--- config.mk ---
export PLATFORM = sky130hd
export DESIGN_NAME = mem_port_arbiter
export DESIGN_NICKNAME = d
export VERILOG_FILES = /design/src/rtl/mem_port_arbiter.sv
export SDC_FILE = /design/constraint.sdc
export NUM_CORES = 1
export LEC_CHECK = 0
export ABC_AREA = 1
export CAP_MARGIN = 20
export CORE_ASPECT_RATIO = 0.7
export CORE_MARGIN = 2
export CORE_UTILIZATION = 40
export CTS_CLUSTER_DIAMETER = 200
export CTS_CLUSTER_SIZE = 40
export DETAILED_ROUTE_END_ITERATION = 10
export PLACE_DENSITY_LB_ADDON = 0.1
export SLEW_MARGIN = 20
export SYNTH_ARGS = -nofsm -noshare
export SYNTH_HDL_FRONTEND = slang
export SYNTH_SLANG_ARGS = --single-unit
--- constraint.sdc ---
create_clock -name clk -period 6.7 [get_ports clk]
set_input_delay 1.675 -clock clk [delete_from_list [all_inputs] [get_ports clk]]
set_output_delay 1.675 -clock clk [all_outputs]
set_load 0.01 [all_outputs]
--- src/rtl/mem_port_arbiter.sv ---
`default_nettype none
// ============================================================================
// Module   : mem_port_arbiter
// Brief    : Shares a single-port memory between instruction fetch and the
//            data stage; data has priority, with flush-kill and a watchdog.
// Revision : 1.0 - initial release
// ============================================================================
module mem_port_arbiter #(
    parameter int ADDR_W  = 16,
    parameter int DATA_W  = 16,
    parameter int TIMEOUT = 64
) (
    input  logic              clk,
    input  logic              rst,
    input  logic              if_req,
    input  logic [ADDR_W-1:0] if_addr,
    input  logic              if_flush,
    input  logic              dm_req,
    input  logic              dm_wr,
    input  logic [ADDR_W-1:0] dm_addr,
    input  logic [DATA_W-1:0] dm_wdata,
    input  logic [DATA_W-1:0] mem_rdata,
    input  logic              mem_done,
    output logic              mem_req,
    output logic              mem_wr,
    output logic [ADDR_W-1:0] mem_addr,
    output logic [DATA_W-1:0] mem_wdata,
    output logic [DATA_W-1:0] if_rdata,
    output logic              if_valid,
    output logic              if_stall,
    output logic [DATA_W-1:0] dm_rdata,
    output logic              dm_valid,
    output logic              dm_stall,
    output logic              mem_err
);

    localparam int c_WDOG_W = (TIMEOUT > 2) ? $clog2(TIMEOUT) : 1;

    localparam logic [2:0] c_S_IDLE   = 3'd0;
    localparam logic [2:0] c_S_D_WAIT = 3'd1;
    localparam logic [2:0] c_S_F_WAIT = 3'd2;
    localparam logic [2:0] c_S_D_DONE = 3'd3;
    localparam logic [2:0] c_S_F_DONE = 3'd4;

    logic [2:0]          r_state, w_state;
    logic                r_mem_req, w_mem_req;
    logic                r_mem_wr, w_mem_wr;
    logic [ADDR_W-1:0]   r_mem_addr, w_mem_addr;
    logic [DATA_W-1:0]   r_mem_wdata, w_mem_wdata;
    logic [DATA_W-1:0]   r_if_rdata, w_if_rdata;
    logic                r_if_valid, w_if_valid;
    logic [DATA_W-1:0]   r_dm_rdata, w_dm_rdata;
    logic                r_dm_valid, w_dm_valid;
    logic                r_mem_err, w_mem_err;
    logic [c_WDOG_W-1:0] r_wdog, w_wdog;
    logic                r_kill, w_kill;
    logic                w_expire;
    logic                w_kill_now;

    assign w_expire   = (r_wdog == c_WDOG_W'(TIMEOUT - 1));
    // A flush in the completing cycle still marks the fetch as wrong-path.
    assign w_kill_now = r_kill | if_flush;

    always_comb begin
        w_state     = r_state;
        w_mem_req   = 1'b0;
        w_mem_wr    = r_mem_wr;
        w_mem_addr  = r_mem_addr;
        w_mem_wdata = r_mem_wdata;
        w_if_rdata  = r_if_rdata;
        w_if_valid  = 1'b0;
        w_dm_rdata  = r_dm_rdata;
        w_dm_valid  = 1'b0;
        w_mem_err   = r_mem_err;
        w_wdog      = '0;
        w_kill      = 1'b0;
        case (r_state)
            c_S_IDLE: begin
                if (dm_req) begin
                    w_mem_req   = 1'b1;
                    w_mem_wr    = dm_wr;
                    w_mem_addr  = dm_addr;
                    w_mem_wdata = dm_wdata;
                    w_state     = c_S_D_WAIT;
                end else if (if_req && !if_flush) begin
                    w_mem_req  = 1'b1;
                    w_mem_wr   = 1'b0;
                    w_mem_addr = if_addr;
                    w_state    = c_S_F_WAIT;
                end
            end
            c_S_D_WAIT: begin
                if (mem_done || w_expire) begin
                    w_dm_rdata = mem_done ? mem_rdata : '0;
                    w_mem_err  = r_mem_err | ~mem_done;
                    w_dm_valid = 1'b1;
                    w_state    = c_S_D_DONE;
                end else begin
                    w_wdog = r_wdog + 1'b1;
                end
            end
            c_S_F_WAIT: begin
                if (mem_done || w_expire) begin
                    w_mem_err = r_mem_err | ~mem_done;
                    if (w_kill_now) begin
                        w_state = c_S_IDLE;
                    end else begin
                        w_if_rdata = mem_done ? mem_rdata : '0;
                        w_if_valid = 1'b1;
                        w_state    = c_S_F_DONE;
                    end
                end else begin
                    w_wdog = r_wdog + 1'b1;
                    w_kill = w_kill_now;
                end
            end
            // DONE states never issue, so a still-held request is not replayed.
            c_S_D_DONE: w_state = c_S_IDLE;
            c_S_F_DONE: w_state = c_S_IDLE;
            default:    w_state = c_S_IDLE;
        endcase
    end

    always_ff @(posedge clk or posedge rst) begin
        if (rst) begin
            r_state     <= c_S_IDLE;
            r_mem_req   <= 1'b0;
            r_mem_wr    <= 1'b0;
            r_mem_addr  <= '0;
            r_mem_wdata <= '0;
            r_if_rdata  <= '0;
            r_if_valid  <= 1'b0;
            r_dm_rdata  <= '0;
            r_dm_valid  <= 1'b0;
            r_mem_err   <= 1'b0;
            r_wdog      <= '0;
            r_kill      <= 1'b0;
        end else begin
            r_state     <= w_state;
            r_mem_req   <= w_mem_req;
            r_mem_wr    <= w_mem_wr;
            r_mem_addr  <= w_mem_addr;
            r_mem_wdata <= w_mem_wdata;
            r_if_rdata  <= w_if_rdata;
            r_if_valid  <= w_if_valid;
            r_dm_rdata  <= w_dm_rdata;
            r_dm_valid  <= w_dm_valid;
            r_mem_err   <= w_mem_err;
            r_wdog      <= w_wdog;
            r_kill      <= w_kill;
        end
    end

    assign mem_req   = r_mem_req;
    assign mem_wr    = r_mem_wr;
    assign mem_addr  = r_mem_addr;
    assign mem_wdata = r_mem_wdata;
    assign if_rdata  = r_if_rdata;
    assign if_valid  = r_if_valid;
    assign dm_rdata  = r_dm_rdata;
    assign dm_valid  = r_dm_valid;
    assign mem_err   = r_mem_err;
    assign if_stall  = if_req & ~r_if_valid;
    assign dm_stall  = dm_req & ~r_dm_valid;

endmodule
`default_nettype wire

==> qor.txt <==
Final weighted congestion in routability-driven placement: 0.776
Post-synthesis cell count: 404
Ys Warns: 0
Vias: 3,029
Detailed-placement wirelength estimate: 6.11 mm
Cell area power density: 422 nW/um2
GRT Util Overall: 0.198
WP data required: 5.03 ns
Slew at the pin closest to its max-slew limit: 0.723 ns
Commonest register cell after synthesis: sky130_fd_sc_hd__dfrtp_1
F_max: 0.203 GHz
Detail-routed via count per cell: 4.64
Global route total overflow: 0
Result of the run: complete, no violations
Number of instances on the worst hold path: 1
Clock power frac: 0.223
CTS tree: built
Fin Hold WS: 0.467 ns
H-tree depth reported by CTS: 3
Number of synthesized register bits: 79
Fraction of layout cells with a size suffix above 1: 0.0839
Standby leakage power: 2.62 nW
Worst hold endpoint: r_wdog[0]
Top post-synthesis cells by area: sky130_fd_sc_hd__dfrtp_1 57%, sky130_fd_sc_hd__nand2_1 21%, sky130_fd_sc_hd__inv_1 3.5%
Initial DRT Pass Iterations: 4
Startpoint kind of the worst setup timing path: input port
Mapped Area: 3450 um2
Number of post-CTS setup repair buffers: 0
Net load switching power: 0.750 mW
Max-slew violation count: 0
Internal Dissipation: 1.45 mW
Crit share post-route: 0.734
Setup repair after global routing missed its margin: false
Reg-to-reg setup timing slack: 4.90 ns
Launch instance of the worst min-delay path: r_wdog[0]
Clk_skew: 0.00687 ns
Fin. Hold Viols: 0
Syn_area_per_cell: 8.55 um2
Antenna diode instance count: 0
Final number of setup-violating endpoints: 0
CTS Root Cell: sky130_fd_sc_hd__clkbuf_16
Wire length of the first global-routing pass: 14.3 mm
Count of flip-flops with a built-in enable after synthesis: 0
Worst Path Max Fanout: 19
Number of violations of the max-capacitance limit: 0
Final worst slack: 1.78 ns
Sw frac: 0.341
Capturing point of the worst reg2reg path: mem_wdata[14]
Area of the multi-input gates: 1240 um2
Layout filler cell count: 737
CTS-repair resized insts: 0
Clk pin slew, worst setup/hold paths: 0.06 ns
Remaining antenna violation count: 0
CP Capture Type: output port
Initial drt markers: 143
Area used by sequential logic in the layout: 1980 um2
Post-Place Worst Slack: 1.76 ns
DRC violation count after routing: 0
Overall die width: 115 um
Core Region: 8410 um2
Combinational power share: 0.417
Type of the worst min-delay path: reg -> reg
Sink Count: 79
Largest net degree at the start of global routing: 80
Count of pins on the block boundary: 142
Vias in the first global route: 2,897
Most area-hungry cell type in the Yosys netlist: sky130_fd_sc_hd__dfrtp_1
Reg2Reg Launch Point: r_state[2]
Latest clock arrival within the worst-skew pair: 0.33 ns
Top cell type's share of synthesized area: 0.572
Total of buffers placed on input and output ports: 141
Top cells by instance count after synthesis: 192 x sky130_fd_sc_hd__nand2_1, 79 x sky130_fd_sc_hd__dfrtp_1, 32 x sky130_fd_sc_hd__inv_1
Layout-stage area growth over the synthesis result: 50.9%
Proportion of register bits with asynchronous set or reset after synthesis: 1.00
Clk buf depth: 2
Cell depth of the worst flop-to-flop path: 6
Largest vdd supply drop: 214 uV
Initial antenna violation count: 0
Hold buffers post-CTS: 0
WP data arrival: 3.24 ns
Initial Util: 0.411
Power, Total: 2.20 mW
Sequential share of power: 0.360
Die extent in y: 81.7 um
Die outline area: 9400 um2
Part of the Yosys area used for sequential elements: 0.572
Shortest period the worst path allows: 4.92 ns
Critical path class: in -> out
Leading cell type by number of instances after synthesis: sky130_fd_sc_hd__nand2_1
Setup TNS Final: 0 ns
Total wirelength of the detailed-routed design: 8.84 mm
Syn Nets: 476
Post-layout net count: 615
Distinct cell type count of the synthesized netlist: 25
Standard-cell row count: 28
TritonCTS buffer count: 9
Per-cell routed wire length: 13.5 um
Worst relative slew slack: 0.518
-- critical path, stage by stage --
cell and delay [ns]:
sky130_fd_sc_hd__clkdlybuf4s50_1 0.46, sky130_fd_sc_hd__buf_4 0.24, sky130_fd_sc_hd__inv_2 0.17, sky130_fd_sc_hd__nor2_1 0.13, sky130_fd_sc_hd__clkdlybuf4s50_1 0.56
-- metal layers --
layer	up-vias	GRT usage	wire, um
met5	-	0	0
li1	1513	-	-
met4	0	0.0651	127
met1	1408	0.262	4140
met3	11	0.0694	632
met2	97	0.308	3940
-- sequential cells by signal, indices dropped and copies added (netlist names) --
name       cells
mem_wdata     16
mem_req        1
r_kill         1
if_valid       1
mem_addr      16
r_wdog         6
dm_valid       1
mem_err        1
dm_rdata      16
mem_wr         1
if_rdata      16
r_state        3
-- layout by cell type, fill, tap and decap left out, types with 2 or more instances in the layout --
cell type and instances:
sky130_fd_sc_hd__nor2_2 2, sky130_fd_sc_hd__or2_2 15, sky130_fd_sc_hd__nand2_1 192, sky130_fd_sc_hd__clkbuf_16 9, sky130_fd_sc_hd__nand3_1 5, sky130_fd_sc_hd__dfrtp_1 79, sky130_fd_sc_hd__nor2_4 3, sky130_fd_sc_hd__clkinv_2 3
sky130_fd_sc_hd__o211ai_1 16, sky130_fd_sc_hd__nand2_2 3, sky130_fd_sc_hd__inv_1 31, sky130_fd_sc_hd__nor3_1 2, sky130_fd_sc_hd__nor2_1 12, sky130_fd_sc_hd__inv_2 3, sky130_fd_sc_hd__o21ai_0 17, sky130_fd_sc_hd__clkdlybuf4s50_1 141
-- through the flow --
| stage | cell area (um2) | std cells | util |
|---|---|---|---|
| 6_report | 5210 | 653 | 0.620 |
| 3_3_place_gp | 4910 | 637 | 0.584 |
| 5_1_grt | 5210 | 653 | 0.620 |
| 4_1_cts | 5210 | 653 | 0.619 |
| 2_1_floorplan | 3450 | 404 | - |
| 3_5_place_dp | 4910 | 637 | 0.584 |
-- power by group through the flow --
stage,Combinational [mW],Clock [mW],Sequential [mW]
floorplan,0.343,0,0.876
global placement,0.917,0,0.791
detailed placement,0.935,0,0.796
CTS,0.936,0.502,0.794
global route,1.02,0.523,0.818
finish,0.919,0.491,0.792
-- how the worst max path moves through the flow --
stage,startpoint,endpoint,slack (ns)
floorplan,dm_req,dm_stall,2.83
global placement,dm_req,dm_stall,1.81
detailed placement,dm_req,dm_stall,1.76
CTS,dm_req,dm_stall,1.76
global route,dm_req,dm_stall,1.66
finish,dm_req,dm_stall,1.78
-- cell type report --
cell class	count	share of cell area
clock inverter	5	0.0108
clock buffer	11	0.0466
sequential	79	0.379
timing repair buffer	143	0.274
tap	105	0.0252
multi-input combinational	275	0.238
inverter	35	0.0254
-- cells by family after synthesis --
family          Yosys count  synth area share
compound gates           35            0.0630
xor+xnor                  1           0.00254
fa+ha+maj                 1           0.00362
buf+inv                  50            0.0678
flops                    79             0.572
simple gates            238             0.291
No activity file was read; power rests on OpenSTA's default activity.
